===== config.mk =====
export PLATFORM = sky130hd
export DESIGN_NAME = mem_stage
export DESIGN_NICKNAME = d
export VERILOG_FILES = /design/src/rtl/mem_stage_pkg.sv /design/src/rtl/mem_stage_load_align.sv /design/src/rtl/mem_stage.sv
export SDC_FILE = /design/constraint.sdc
export NUM_CORES = 1
export LEC_CHECK = 0
export CORE_AREA = 2 2 142 144
export CTS_CLUSTER_DIAMETER = 60
export DETAILED_ROUTE_END_ITERATION = 8
export DIE_AREA = 0 0 144 146
export PLACE_DENSITY_LB_ADDON = 0.3
export SYNTH_ARGS = -nofsm -noshare
export SYNTH_HDL_FRONTEND = slang
export SYNTH_HIERARCHICAL = 1
export SYNTH_SLANG_ARGS = --single-unit

===== constraint.sdc =====
create_clock -name clk -period 7.2 [get_ports clk]
set_clock_uncertainty 0.15 [all_clocks]
set_input_delay 2.16 -clock clk [delete_from_list [all_inputs] [get_ports clk]]
set_output_delay 2.16 -clock clk [all_outputs]
set_load 0.05 [all_outputs]

===== src/rtl/mem_stage_pkg.sv =====
// Shared definitions for the MIPS memory stage: widths, access-size codes,
// FSM states and the alignment rule.
package mem_stage_pkg;

  localparam int WORD_WIDTH = 32;
  localparam int REG_SIZE   = 5;

  localparam logic [1:0] SIZE_BYTE = 2'b00;
  localparam logic [1:0] SIZE_HALF = 2'b01;
  localparam logic [1:0] SIZE_WORD = 2'b10;

  typedef enum logic {
    ST_IDLE = 1'b0,
    ST_WAIT = 1'b1
  } memState_t;

  // Size code 11 is handled as a word, so only byte and half are exempt.
  function automatic logic isMisaligned(input logic [1:0] size, input logic [1:0] addrLo);
    case (size)
      SIZE_BYTE: isMisaligned = 1'b0;
      SIZE_HALF: isMisaligned = addrLo[0];
      default:   isMisaligned = (addrLo != 2'b00);
    endcase
  endfunction

endpackage


===== src/rtl/mem_stage_load_align.sv =====
// Load lane selection and sign/zero extension of the data-memory read word
// (little-endian lanes).
module load_align
  import mem_stage_pkg::*;
(
  input  logic [WORD_WIDTH-1:0] rdata,
  input  logic [1:0]            addrLo,
  input  logic [1:0]            size,
  input  logic                  isSigned,
  output logic [WORD_WIDTH-1:0] data
);

  logic        [7:0]  byteLane;
  logic        [15:0] halfLane;
  logic signed [7:0]  byteS;
  logic signed [15:0] halfS;

  always_comb begin
    case (addrLo)
      2'd0:    byteLane = rdata[7:0];
      2'd1:    byteLane = rdata[15:8];
      2'd2:    byteLane = rdata[23:16];
      default: byteLane = rdata[31:24];
    endcase
    halfLane = addrLo[1] ? rdata[31:16] : rdata[15:0];
    byteS    = $signed(byteLane);
    halfS    = $signed(halfLane);
    case (size)
      SIZE_BYTE: data = isSigned ? WORD_WIDTH'(byteS) : {24'd0, byteLane};
      SIZE_HALF: data = isSigned ? WORD_WIDTH'(halfS) : {16'd0, halfLane};
      default:   data = rdata;
    endcase
  end

endmodule


===== src/rtl/mem_stage.sv =====
// MIPS memory stage: EX/MEM and MEM/WB registers, req/ack data-memory access
// with wait states, misalignment and bus-timeout exceptions.
module mem_stage
  import mem_stage_pkg::*;
#(
  parameter int MAX_WAIT = 16
) (
  input  logic                  clk,
  input  logic                  rst,
  input  logic [WORD_WIDTH-1:0] aluOutE,
  input  logic [WORD_WIDTH-1:0] writeDataE,
  input  logic [REG_SIZE-1:0]   writeRegAddrE,
  input  logic                  validE,
  input  logic                  regWriteE,
  input  logic                  memReadE,
  input  logic                  memWriteE,
  input  logic                  memSignedE,
  input  logic [1:0]            memSizeE,
  input  logic                  bubbleE,
  output logic                  stallM,
  output logic                  dmem_req,
  output logic                  dmem_we,
  output logic [WORD_WIDTH-1:0] dmem_addr,
  output logic [3:0]            dmem_be,
  output logic [WORD_WIDTH-1:0] dmem_wdata,
  input  logic [WORD_WIDTH-1:0] dmem_rdata,
  input  logic                  dmem_ack,
  output logic [WORD_WIDTH-1:0] aluOutM,
  output logic [WORD_WIDTH-1:0] memOutM,
  output logic [REG_SIZE-1:0]   writeRegAddrW,
  output logic                  regWriteW,
  output logic                  misalignM,
  output logic                  busErrM
);

  localparam int CNT_W = (MAX_WAIT > 2) ? $clog2(MAX_WAIT) : 1;

  logic                  validM, regWriteM, memReadM, memWriteM, memSignedM;
  logic [1:0]            memSizeM;
  logic [WORD_WIDTH-1:0] writeDataM;
  logic [REG_SIZE-1:0]   writeRegAddrM;

  memState_t             state, stateNext;
  logic [CNT_W-1:0]      waitCnt, waitCntNext;
  logic                  accessM, reqAligned, waitDone, abort, loadDone;
  logic [3:0]            beM;
  logic [WORD_WIDTH-1:0] loadData;

  // EX -> M boundary
  always_ff @(posedge clk or posedge rst) begin
    if (rst) begin
      validM        <= 1'b0;
      regWriteM     <= 1'b0;
      memReadM      <= 1'b0;
      memWriteM     <= 1'b0;
      memSignedM    <= 1'b0;
      memSizeM      <= 2'b00;
      aluOutM       <= '0;
      writeDataM    <= '0;
      writeRegAddrM <= '0;
    end else if (!stallM) begin
      validM        <= validE & ~bubbleE;
      regWriteM     <= regWriteE;
      memReadM      <= memReadE;
      memWriteM     <= memWriteE;
      memSignedM    <= memSignedE;
      memSizeM      <= memSizeE;
      aluOutM       <= aluOutE;
      writeDataM    <= writeDataE;
      writeRegAddrM <= writeRegAddrE;
    end
  end

  assign accessM    = validM & (memReadM | memWriteM);
  assign misalignM  = accessM & isMisaligned(memSizeM, aluOutM[1:0]);
  assign reqAligned = accessM & ~misalignM;
  assign waitDone   = (waitCnt == CNT_W'(MAX_WAIT - 1));

  always_ff @(posedge clk or posedge rst) begin
    if (rst) begin
      state   <= ST_IDLE;
      waitCnt <= '0;
    end else begin
      state   <= stateNext;
      waitCnt <= waitCntNext;
    end
  end

  always_comb begin
    stateNext   = state;
    waitCntNext = waitCnt;
    case (state)
      ST_IDLE: if (reqAligned && !dmem_ack) begin
        stateNext   = ST_WAIT;
        waitCntNext = CNT_W'(1);
      end
      ST_WAIT: if (dmem_ack || waitDone) begin
        stateNext   = ST_IDLE;
        waitCntNext = '0;
      end else begin
        waitCntNext = waitCnt + CNT_W'(1);
      end
      default: begin
        stateNext   = ST_IDLE;
        waitCntNext = '0;
      end
    endcase
  end

  // A late ack on the timeout cycle still completes the access.
  always_comb begin
    dmem_req = (state == ST_WAIT) | ((state == ST_IDLE) & reqAligned);
    abort    = (state == ST_WAIT) & waitDone & ~dmem_ack;
    stallM   = dmem_req & ~dmem_ack & ~abort;
    busErrM  = abort;
    dmem_we  = dmem_req & memWriteM;
    loadDone = dmem_req & dmem_ack & memReadM;
  end

  always_comb begin
    case (memSizeM)
      SIZE_BYTE: begin
        beM        = 4'b0001 << aluOutM[1:0];
        dmem_wdata = {4{writeDataM[7:0]}};
      end
      SIZE_HALF: begin
        beM        = aluOutM[1] ? 4'b1100 : 4'b0011;
        dmem_wdata = {2{writeDataM[15:0]}};
      end
      default: begin
        beM        = 4'b1111;
        dmem_wdata = writeDataM;
      end
    endcase
    dmem_be   = dmem_req ? beM : 4'b0000;
    dmem_addr = {aluOutM[WORD_WIDTH-1:2], 2'b00};
  end

  load_align uLoadAlign (
    .rdata    (dmem_rdata),
    .addrLo   (aluOutM[1:0]),
    .size     (memSizeM),
    .isSigned (memSignedM),
    .data     (loadData)
  );

  // M -> W boundary
  always_ff @(posedge clk or posedge rst) begin
    if (rst) begin
      memOutM       <= '0;
      writeRegAddrW <= '0;
      regWriteW     <= 1'b0;
    end else if (stallM) begin
      regWriteW     <= 1'b0;
    end else begin
      memOutM       <= loadDone ? loadData : aluOutM;
      writeRegAddrW <= writeRegAddrM;
      regWriteW     <= regWriteM & validM & ~misalignM & ~busErrM;
    end
  end

endmodule


==> summary.md <==
| Metric | Value |
|---|---|
| Reg2reg path depth | `8` |
| Core area | `0.0193 mm2` |
| Num rows | `51` |
| Design area | `0.00966 mm2` |
| Hold endpoint | `writeRegAddrW[4]` |
| Synthesis warning total | `6` |
| Synthesized area | `0.00673 mm2` |
| Clock latency on the worst-skew pair | `410 ps` |
| Register area | `0.00298 mm2` |
| # resized after CTS | `0` |
| Final setup viols | `0` |
| Power Dens Cells | `260 mW/mm2` |
| Ports | `255` |
| GP Congestion | `0.820` |
| Clock sink total | `119` |
| Initial DRT Pass Iterations | `5` |
| HP Class | `flip-flop to flip-flop` |
| Total grt overflow | `0` |
| Num CTS Buffers | `17` |
| Slew Viols, Final | `0` |
| CP endpoint kind | `output pin` |
| Clock root buffer | `clkbuf_16` |
| FF-to-FF End | `aluOutM[24]` |
| Gr usage total | `18.7%` |
| Hold Path Depth | `1` |
| Post-synthesis async set-or-reset flop share | `100%` |
| Post-layout nets | `856` |
| Via count | `5150` |
| First-pass GRT wire length | `30.5 mm` |
| Pleak | `3.96 nW` |
| Fillers | `1740` |
| Fin util | `50.0%` |
| Crit path buf inv count | `2` |
| Final Power | `2.51 mW` |
| Synth-to-Final Area Change | `43.5%` |
| Worst hold slack | `359 ps` |
| Syn Area/Cell | `12.4 um2` |
| Max H-tree Level | `4` |
| Req. time, crit path | `4890 ps` |
| WL/cell | `19.0 um` |
| CP delay by family, top | `buffers and inverters` |
| Worst path max stage delay | `830 ps` |
| Vias per Instance | `5.04` |
| Unique masters post-synth | `45` |
| Worst path cell trace | `clkdlybuf4s50_1, nor2b_1, nor2b_1, clkdlybuf4s50_1` |
| Max IR drop VDD | `0.000139 V` |
| CTS clk-pin slew, worst paths | `50 ps` |
| Final HPWL DP | `13.7 mm` |
| Cells after DPL | `989` |
| Actual slew at the worst max-slew pin | `1160 ps` |
| Post-Syn Instances | `544` |
| Min Tclk post-route | `6350 ps` |
| # diodes | `0` |
| TNS Setup | `0 ps` |
| 1st-iter DRT viols | `259` |
| Worst reg2reg setup slack | `3380 ps` |
| Die ar. | `0.0210 mm2` |
| Yosys reg bits | `119` |
| Routed Antenna Nets | `0` |
| Top FF cell, synth | `dfrtp_1` |
| RSZ-0062 raised after global routing | `no` |
| DRC Markers | `0` |
| Post-Route WL | `19.4 mm` |
| RR Startpoint | `memSizeM[1]` |
| Status | `completed` |
| Fin cells | `1021` |
| Slew margin rel. | `22.9%` |
| Max_cap viols | `0` |
| Critical path peak fanout | `6` |
| Die width | `144 um` |
| Startpoint Class | `input port` |
| Hold Vio Cnt, Final | `0` |
| Placed cell areas | `0.00911 mm2` |
| Setup ws final | `847 ps` |
| Critical path type | `input port to output pin` |
| Initial antenna violation count | `1` |
| Crit path DAT | `4040 ps` |
| Post-synth EDFFs | `0` |
| Clk buf depth | `2` |
| CP max stage cell | `clkdlybuf4s50_1` |
| Largest net degree at the start of global routing | `79` |
| Starting density of the core | `34.8%` |
| Tcrit/Tclk final | `88.2%` |
| Port bufs | `252` |
| Chip height | `146 um` |
| Hold_sp | `writeRegAddrW[4]` |
| Post-CTS setup buffer count | `0` |
| Number of global-route vias before repair | `5448` |
| Pre-CTS setup slack | `846 ps` |
| Sequential-to-total area share from yosys stat | `44.2%` |
| Cts hold-fix bufs | `0` |
| Area of the multi-input gates | `0.00317 mm2` |
| CTS tree | `built` |
| Layout cell share with drive strength beyond 1 | `20.6%` |
| Max Clk Rate | `157 MHz` |
-- synth_stat cells (2+ instances only) --
master | count | area (um2)
a21oi_1 | 6 | 30.0
a22o_1 | 2 | 17.5
a22oi_1 | 41 | 308
buf_1 | 2 | 7.51
buf_2 | 7 | 35.0
buf_4 | 41 | 308
buf_6 | 13 | 146
clkbuf_1 | 19 | 71.3
dfrtp_1 | 119 | 2980
inv_1 | 8 | 30.0
mux2_2 | 20 | 225
mux2_4 | 79 | 1190
mux2i_1 | 23 | 230
nand2_1 | 36 | 135
nand2b_1 | 3 | 18.8
nand3_1 | 6 | 30.0
nor2_1 | 7 | 26.3
nor2b_1 | 12 | 75.1
o211ai_1 | 7 | 52.6
o211ai_2 | 10 | 125
o21ai_0 | 15 | 75.1
o221ai_1 | 8 | 70.1
o22a_1 | 7 | 61.3
o2bb2ai_1 | 32 | 280
-- logic make-up (layout without fill, tap and decap cells) --
family / Yosys count / after routing / synth area share, %
multiplexers: 122 / 122 / 24.4
AO/OA/AOI/OAI: 138 / 138 / 17.0
AND/OR/NAND/NOR: 71 / 71 / 5.09
buffers and inverters: 91 / 302 / 8.94
flip-flops: 119 / 119 / 44.2
XOR/XNOR: 1 / 1 / 0.130
adder cells (fa/ha/maj): 1 / 1 / 0.186
other: 1 / 2 / 0.0557
-- per-layer routing --
metal | share of wire [%] | track usage, % | vias up | wire length [um]
met1 | 43 | 23.4 | 2555 | 8450
met2 | 48 | 31.0 | 209 | 9340
met5 | 0 | 0 | - | 0
li1 | - | - | 2368 | -
met4 | 1.3 | 5.69 | 0 | 253
met3 | 7.2 | 5.40 | 18 | 1400
-- sequential cells by signal, indices dropped and copies added (netlist names), 2 cells and up --
| signal | flops |
|---|---|
| writeRegAddrM | 5 |
| memSizeM | 2 |
| memOutM | 32 |
| writeDataM | 32 |
| aluOutM | 32 |
| writeRegAddrW | 5 |
| waitCnt | 4 |
-- cell usage in the layout (no fill, tap or decap), types with 7 or more instances in the layout --
master           netlist  routed
mux2i_1               23      23
clkbuf_16              0      17
mux2_4                79      79
clkdlybuf4s50_1        0     251
nor2b_1               12      12
o211ai_1               7       7
dfrtp_1              119     118
inv_1                  8       7
nand2_1               36      36
a22oi_1               41      41
o211ai_2              10      10
o21ai_0               15      15
o22a_1                 7       7
mux2_2                20      20
buf_4                 41       9
o2bb2ai_1             32      32
o221ai_1               8       8
-- area by class of cell --
| cell class | count | share of cell area, % |
|---|---|---|
| Multi-Input combinational cell | 335 | 32.8 |
| Sequential cell | 119 | 30.8 |
| Timing Repair Buffer | 261 | 26.9 |
| Clock buffer | 24 | 4.88 |
| Tap cell | 265 | 3.43 |
| Clock inverter | 8 | 0.764 |
| Inverter | 9 | 0.376 |
-- where the power goes --
part           switching [mW]  total (mW)  internal [mW]
clock                   0.302       0.793          0.491
sequential             0.0760       0.822          0.746
combinational           0.536       0.897          0.361
-- how the worst max path moves through the flow --
stage,from,end,slack [ps],cells past startpoint
4_1_cts,dmem_ack,busErrM,840,4
6_report,dmem_ack,busErrM,850,4
2_1_floorplan,rst,aluOutM[0],1730,1
3_5_place_dp,dmem_ack,busErrM,850,4
3_3_place_gp,dmem_ack,busErrM,900,4
5_1_grt,dmem_ack,busErrM,780,4
Power figures use the tool's default switching activity.
==> patch 1: new RTL, config.mk and constraints unchanged <==
`MAX_WAIT`: 16 -> 32.
--- a/src/rtl/mem_stage.sv
+++ b/src/rtl/mem_stage.sv
@@ -3,7 +3,7 @@
 module mem_stage
   import mem_stage_pkg::*;
 #(
-  parameter int MAX_WAIT = 16
+  parameter int MAX_WAIT = 32
 ) (
   input  logic                  clk,
   input  logic                  rst,
Behaviour: no difference found for any inputs over 4 cycles, from zero or initial values and one cycle with rst high; that may be too few to reach the edited logic, so the function may still have changed.
==> patch 1 against the unedited design <==
Cell area decreased by 1.3%; routed wire length increased by 7.4%; synthesized area decreased by 1.6%; sequential cell count increased by 1; worst hold slack got worse by 0.043 ns; sequential share of layout area increased by 0.67 points; setup slack improved by 0.25 ns; power increased by 12%; critical path type unchanged; largest power group unchanged; highest routed layer unchanged.
==> patch 1: results (changes against the unedited design) <==
The post-synthesis sequential area ratio is 45.33% (was 44.25%). The via count of the first global-routing pass came out at 5,999 (was 5,448). The critical path's largest stage delay is 0.81 ns (was 0.83 ns). The clock network power share is 30.9% (was 31.6%). The met3 track demand over resource in global routing is 6.877% (was 5.397%). The mean instance size in the synthesized netlist was 8.492 sq um (was 12.37 sq um). The met2 layer wire length in the routed design is 9990 um (was 9338 um).

The post-layout utilization of the core is 49.32% (was 49.96%). The total wirelength of the detailed-routed design came out at 20,890 um (was 19,440 um). Outcome: finished clean (unchanged). The met1 global-route usage is 25.35% (was 23.40%). The fraction of final layout cells sized beyond drive strength 1 is 8.008% (was 20.63%). The overall power of the completed layout is 0.002810 W (was 0.002512 W).

The worst hold-check slack was 0.3161 ns (was 0.3589 ns). The wire length of the first global-routing pass was 32,760 um (was 30,460 um). The total global-route track usage is 19.79% (was 18.67%). The number of cells in the design after placement came out at 1,207 (was 989). The time the final worst path needs with I/O delays and setup is 6.105 ns (was 6.353 ns). The via count of the routed design came out at 6,077 (was 5,150). The xor/xnor cell area share of the yosys netlist came to 0.1322% (was 0.1301%). The worst hold path cell count is 2 (was 1). Post-synth top cells: sky130_fd_sc_hd__nand2_1 (276), sky130_fd_sc_hd__dfrtp_1 (120), sky130_fd_sc_hd__o21ai_0 (45), sky130_fd_sc_hd__buf_4 (43) (was sky130_fd_sc_hd__dfrtp_1 (119), sky130_fd_sc_hd__mux2_4 (79), sky130_fd_sc_hd__a22oi_1 (41), sky130_fd_sc_hd__buf_4 (41), sky130_fd_sc_hd__nand2_1 (36)).

The fraction of the mapped netlist area in compound gates is 17.13% (was 16.95%). The number of detailed-route iterations in the first pass is 4 (was 5). The average detailed-routed wire length per instance is 16.85 um (was 19.04 um). The register-to-register path setup slack is 3.65 ns (was 3.38 ns).

The detailed placer's ending HPWL is 14,180 um (was 13,730 um). The unique cell type count in the Yosys netlist is 46 (was 45). The maximum ir drop on the vdd rail is 0.0001536 V (was 0.0001389 V).
## patch 1: changes by cell type after synthesis, moves of 3 or more
cell	unedited run	this run
sky130_fd_sc_hd__buf_6	13	9
sky130_fd_sc_hd__o2bb2ai_1	32	0
sky130_fd_sc_hd__a21oi_1	6	34
sky130_fd_sc_hd__nand2_1	36	276
sky130_fd_sc_hd__buf_2	7	29
sky130_fd_sc_hd__clkbuf_2	0	3
sky130_fd_sc_hd__clkbuf_1	19	15
sky130_fd_sc_hd__a22oi_1	41	9
sky130_fd_sc_hd__a31oi_1	1	35
sky130_fd_sc_hd__o21ai_0	15	45
sky130_fd_sc_hd__nor2_1	7	35
sky130_fd_sc_hd__mux2_4	79	0
## patch 1: cell type report
class	instances	area share [%]
clock buffer	20	4.684
multi-input combinational	552	31.09
inverter	10	0.4724
timing repair buffer	260	27.19
clock inverter	12	1.561
tap	265	3.477
antenna	1	0.02624
sequential	120	31.51
==> patch 2: new RTL, config.mk and constraints unchanged <==
Made on the original files. Make the reset (`rst`) synchronous in 3 clocked blocks.
--- a/src/rtl/mem_stage.sv
+++ b/src/rtl/mem_stage.sv
@@ -47,7 +47,7 @@
   logic [WORD_WIDTH-1:0] loadData;
 
   // EX -> M boundary
-  always_ff @(posedge clk or posedge rst) begin
+  always_ff @(posedge clk) begin
     if (rst) begin
       validM        <= 1'b0;
       regWriteM     <= 1'b0;
@@ -76,7 +76,7 @@
   assign reqAligned = accessM & ~misalignM;
   assign waitDone   = (waitCnt == CNT_W'(MAX_WAIT - 1));
 
-  always_ff @(posedge clk or posedge rst) begin
+  always_ff @(posedge clk) begin
     if (rst) begin
       state   <= ST_IDLE;
       waitCnt <= '0;
@@ -145,7 +145,7 @@
   );
 
   // M -> W boundary
-  always_ff @(posedge clk or posedge rst) begin
+  always_ff @(posedge clk) begin
     if (rst) begin
       memOutM       <= '0;
       writeRegAddrW <= '0;
Behaviour: differs if rst is asserted again (counterexample within 4 cycles, from zero or initial values and one cycle with rst high); with rst held inactive, the same outputs for 4 cycles.
==> patch 2 against the unedited design <==
Setup slack improved by 0.28 ns; clock power is 4.7% higher; synthesized area shrank 2.6%; count of clock-buffer cells in the layout is the same; sequential cell count unchanged; sequential share of layout area down 5.3 points; power is 19% lower; cell area shrank 3.4%; synthesized cell count is 49% higher; sequential power is 11% lower; routed wire length up 16%; cell count grew 22%; largest cell class unchanged; register-to-register slack gained 0.58 ns.
==> patch 2: results (changes against the unedited design) <==
Outcome: finished clean (unchanged). The kind of cell adding the most delay to the critical path is simple AND/OR/NAND/NOR gates (was buffers and inverters). The maximum ir drop on the vdd rail came out at 0.0001494 V (was 0.0001389 V).

The worst-case setup slack after placement is 1.105 ns (was 0.8460 ns). The relative area of non-clock buffer cells in the final design came out at 28.05% (was 26.91%). The reported leakage power was 3.263 nW (was 3.964 nW).

The largest net degree at the start of global routing is 83 (was 79). The count of plain and timing-repair buffers in the layout came out at 264 (was 261). The multi-input combinational cell area came out at 0.003383 sq mm (was 0.003168 sq mm).

The total wirelength of the detailed-routed design came out at 22,560 um (was 19,440 um). The via count of the first global-routing pass came out at 6,402 (was 5,448). The met3 track demand over resource in global routing came out at 6.548% (was 5.397%). The number of detailed-route iterations in the first pass is 5 (unchanged). Post-synth top cells: sky130_fd_sc_hd__dfxtp_1 (119), sky130_fd_sc_hd__nand2_1 (100), sky130_fd_sc_hd__o21ai_0 (91), sky130_fd_sc_hd__a21oi_1 (89), sky130_fd_sc_hd__nand3_1 (87) (was sky130_fd_sc_hd__dfrtp_1 (119), sky130_fd_sc_hd__mux2_4 (79), sky130_fd_sc_hd__a22oi_1 (41), sky130_fd_sc_hd__buf_4 (41), sky130_fd_sc_hd__nand2_1 (36)).

The unique cell type count in the Yosys netlist is 47 (was 45). The total area of sequential cells was 0.002384 sq mm (was 0.002979 sq mm). The antenna cell count came out at 1 (was 0).

The placer congestion estimate came out at 0.8431 (was 0.8204). The insertion delay to the later sink of the worst-skew pair was 0.41 ns (about the same). The detailed placer's ending HPWL came out at 14,730 um (was 13,730 um). The critical-path cell with the highest stage delay is sky130_fd_sc_hd__or3_4 (was sky130_fd_sc_hd__clkdlybuf4s50_1).

The final net count is 1,083 (was 856). The critical path's largest stage delay is 0.66 ns (was 0.83 ns). The total number of multi-input combinational cells is 559 (was 335). The area fraction of clock buffers and clock inverters was 6.207% (was 5.647%).

The internal power came out at 0.001410 W (was 0.001598 W). The via count of the routed design is 6,668 (was 5,150). The global routing usage on met2 was 35.14% (was 31.00%). The DRC violation total after the first TritonRoute iteration is 406 (was 259). The wire length of the first global-routing pass is 34,850 um (was 30,460 um). The post-synthesis sequential area ratio is 36.34% (was 44.25%). The data arrival time of the worst path is 3.77 ns (was 4.04 ns). The transition time of the tightest slew-check pin is 0.9268 ns (was 1.156 ns).

The number of inserted filler cells in the final layout is 1,905 (was 1,740). The number of buffers added for setup after CTS is 0 (unchanged). The met1 global-route usage came out at 26.04% (was 23.40%). The largest fanout on the critical path came out at 41 (was 6). Leading post-synthesis cells by cell area: sky130_fd_sc_hd__dfxtp_1 (36%), sky130_fd_sc_hd__o21ai_0 (6.9%), sky130_fd_sc_hd__a21oi_1 (6.8%) (was sky130_fd_sc_hd__dfrtp_1 (44%), sky130_fd_sc_hd__mux2_4 (18%), sky130_fd_sc_hd__a22oi_1 (4.6%)). The fraction of final layout cells sized beyond drive strength 1 came out at 9.369% (was 20.63%). The total global-route track usage is 20.94% (was 18.67%). The share of synthesized registers carrying an async set or reset came out at 0% (was 100.0%).
==> patch 2: changes by cell type after synthesis, moves of 64 or more <==
cell	unedited run	this run
sky130_fd_sc_hd__mux2_4	79	0
sky130_fd_sc_hd__nand2_1	36	100
sky130_fd_sc_hd__dfxtp_1	0	119
sky130_fd_sc_hd__dfrtp_1	119	0
sky130_fd_sc_hd__nand3_1	6	87
sky130_fd_sc_hd__o21ai_0	15	91
sky130_fd_sc_hd__a21oi_1	6	89
==> patch 2: worst register-to-register path: stages (launching register included) <==
cell and delay [ns]:
sky130_fd_sc_hd__dfxtp_1 0.37, sky130_fd_sc_hd__ha_1 0.23, sky130_fd_sc_hd__nand3_1 0.15, sky130_fd_sc_hd__or3_4 0.59, sky130_fd_sc_hd__clkinv_2 0.14, sky130_fd_sc_hd__buf_4 0.46
sky130_fd_sc_hd__buf_4 0.62, sky130_fd_sc_hd__nor3_1 0.17, sky130_fd_sc_hd__a311oi_2 0.27
==> patch 2: layer usage <==
metal  vias up  part of all wire (%)
met3        22                   8.5
li1       3212                     -
met4         0                   1.1
met5         -                     0
met2       254                    48
met1      3180                    43
==> patch 2: cells by family (layout without fill, tap and decap cells) <==
kind of cell,Yosys count,after routing,share of synthesized area (%)
other,1,3,0.05720
adder cells (fa/ha/maj),1,1,0.1908
AO/OA/AOI/OAI,269,269,27.21
multiplexers,41,41,6.603
buffers and inverters,135,304,12.25
flip-flops,119,119,36.34
AND/OR/NAND/NOR,246,246,17.35
==> patch 2: through the flow <==
step / util (%) / total power [W] / cell area [sq um] / instances
final: 48.27 / 0.002039 / 9333 / 1248
after CTS: 48.26 / 0.002059 / 9330 / 1247
after global routing: 48.26 / 0.002120 / 9330 / 1247
after global placement: 45.26 / 0.001219 / 8751 / 1216
after floorplan: - / 0.001053 / 6560 / 813
after detailed placement: 45.26 / 0.001222 / 8751 / 1216
==> patch 2: power by group through the flow <==
stage | Combinational, W | Sequential, W | Clock (W)
floorplan | 0.000244 | 0.000809 | 0
global placement | 0.000477 | 0.000742 | 0
detailed placement | 0.000479 | 0.000743 | 0
CTS | 0.000481 | 0.000729 | 0.000849
global route | 0.000505 | 0.000734 | 0.000881
finish | 0.000480 | 0.000729 | 0.000830
==> patch 2: final timing paths <==
check             startpoint           to  slack (ns)  depth (start not counted)
hold reg to reg    regWriteM    regWriteW        0.30                          2
setup / recovery    dmem_ack       stallM        1.12                          5
hold / removal     regWriteM    regWriteW        0.30                          2
setup reg to reg  waitCnt[0]  memOutM[10]        3.96                          8
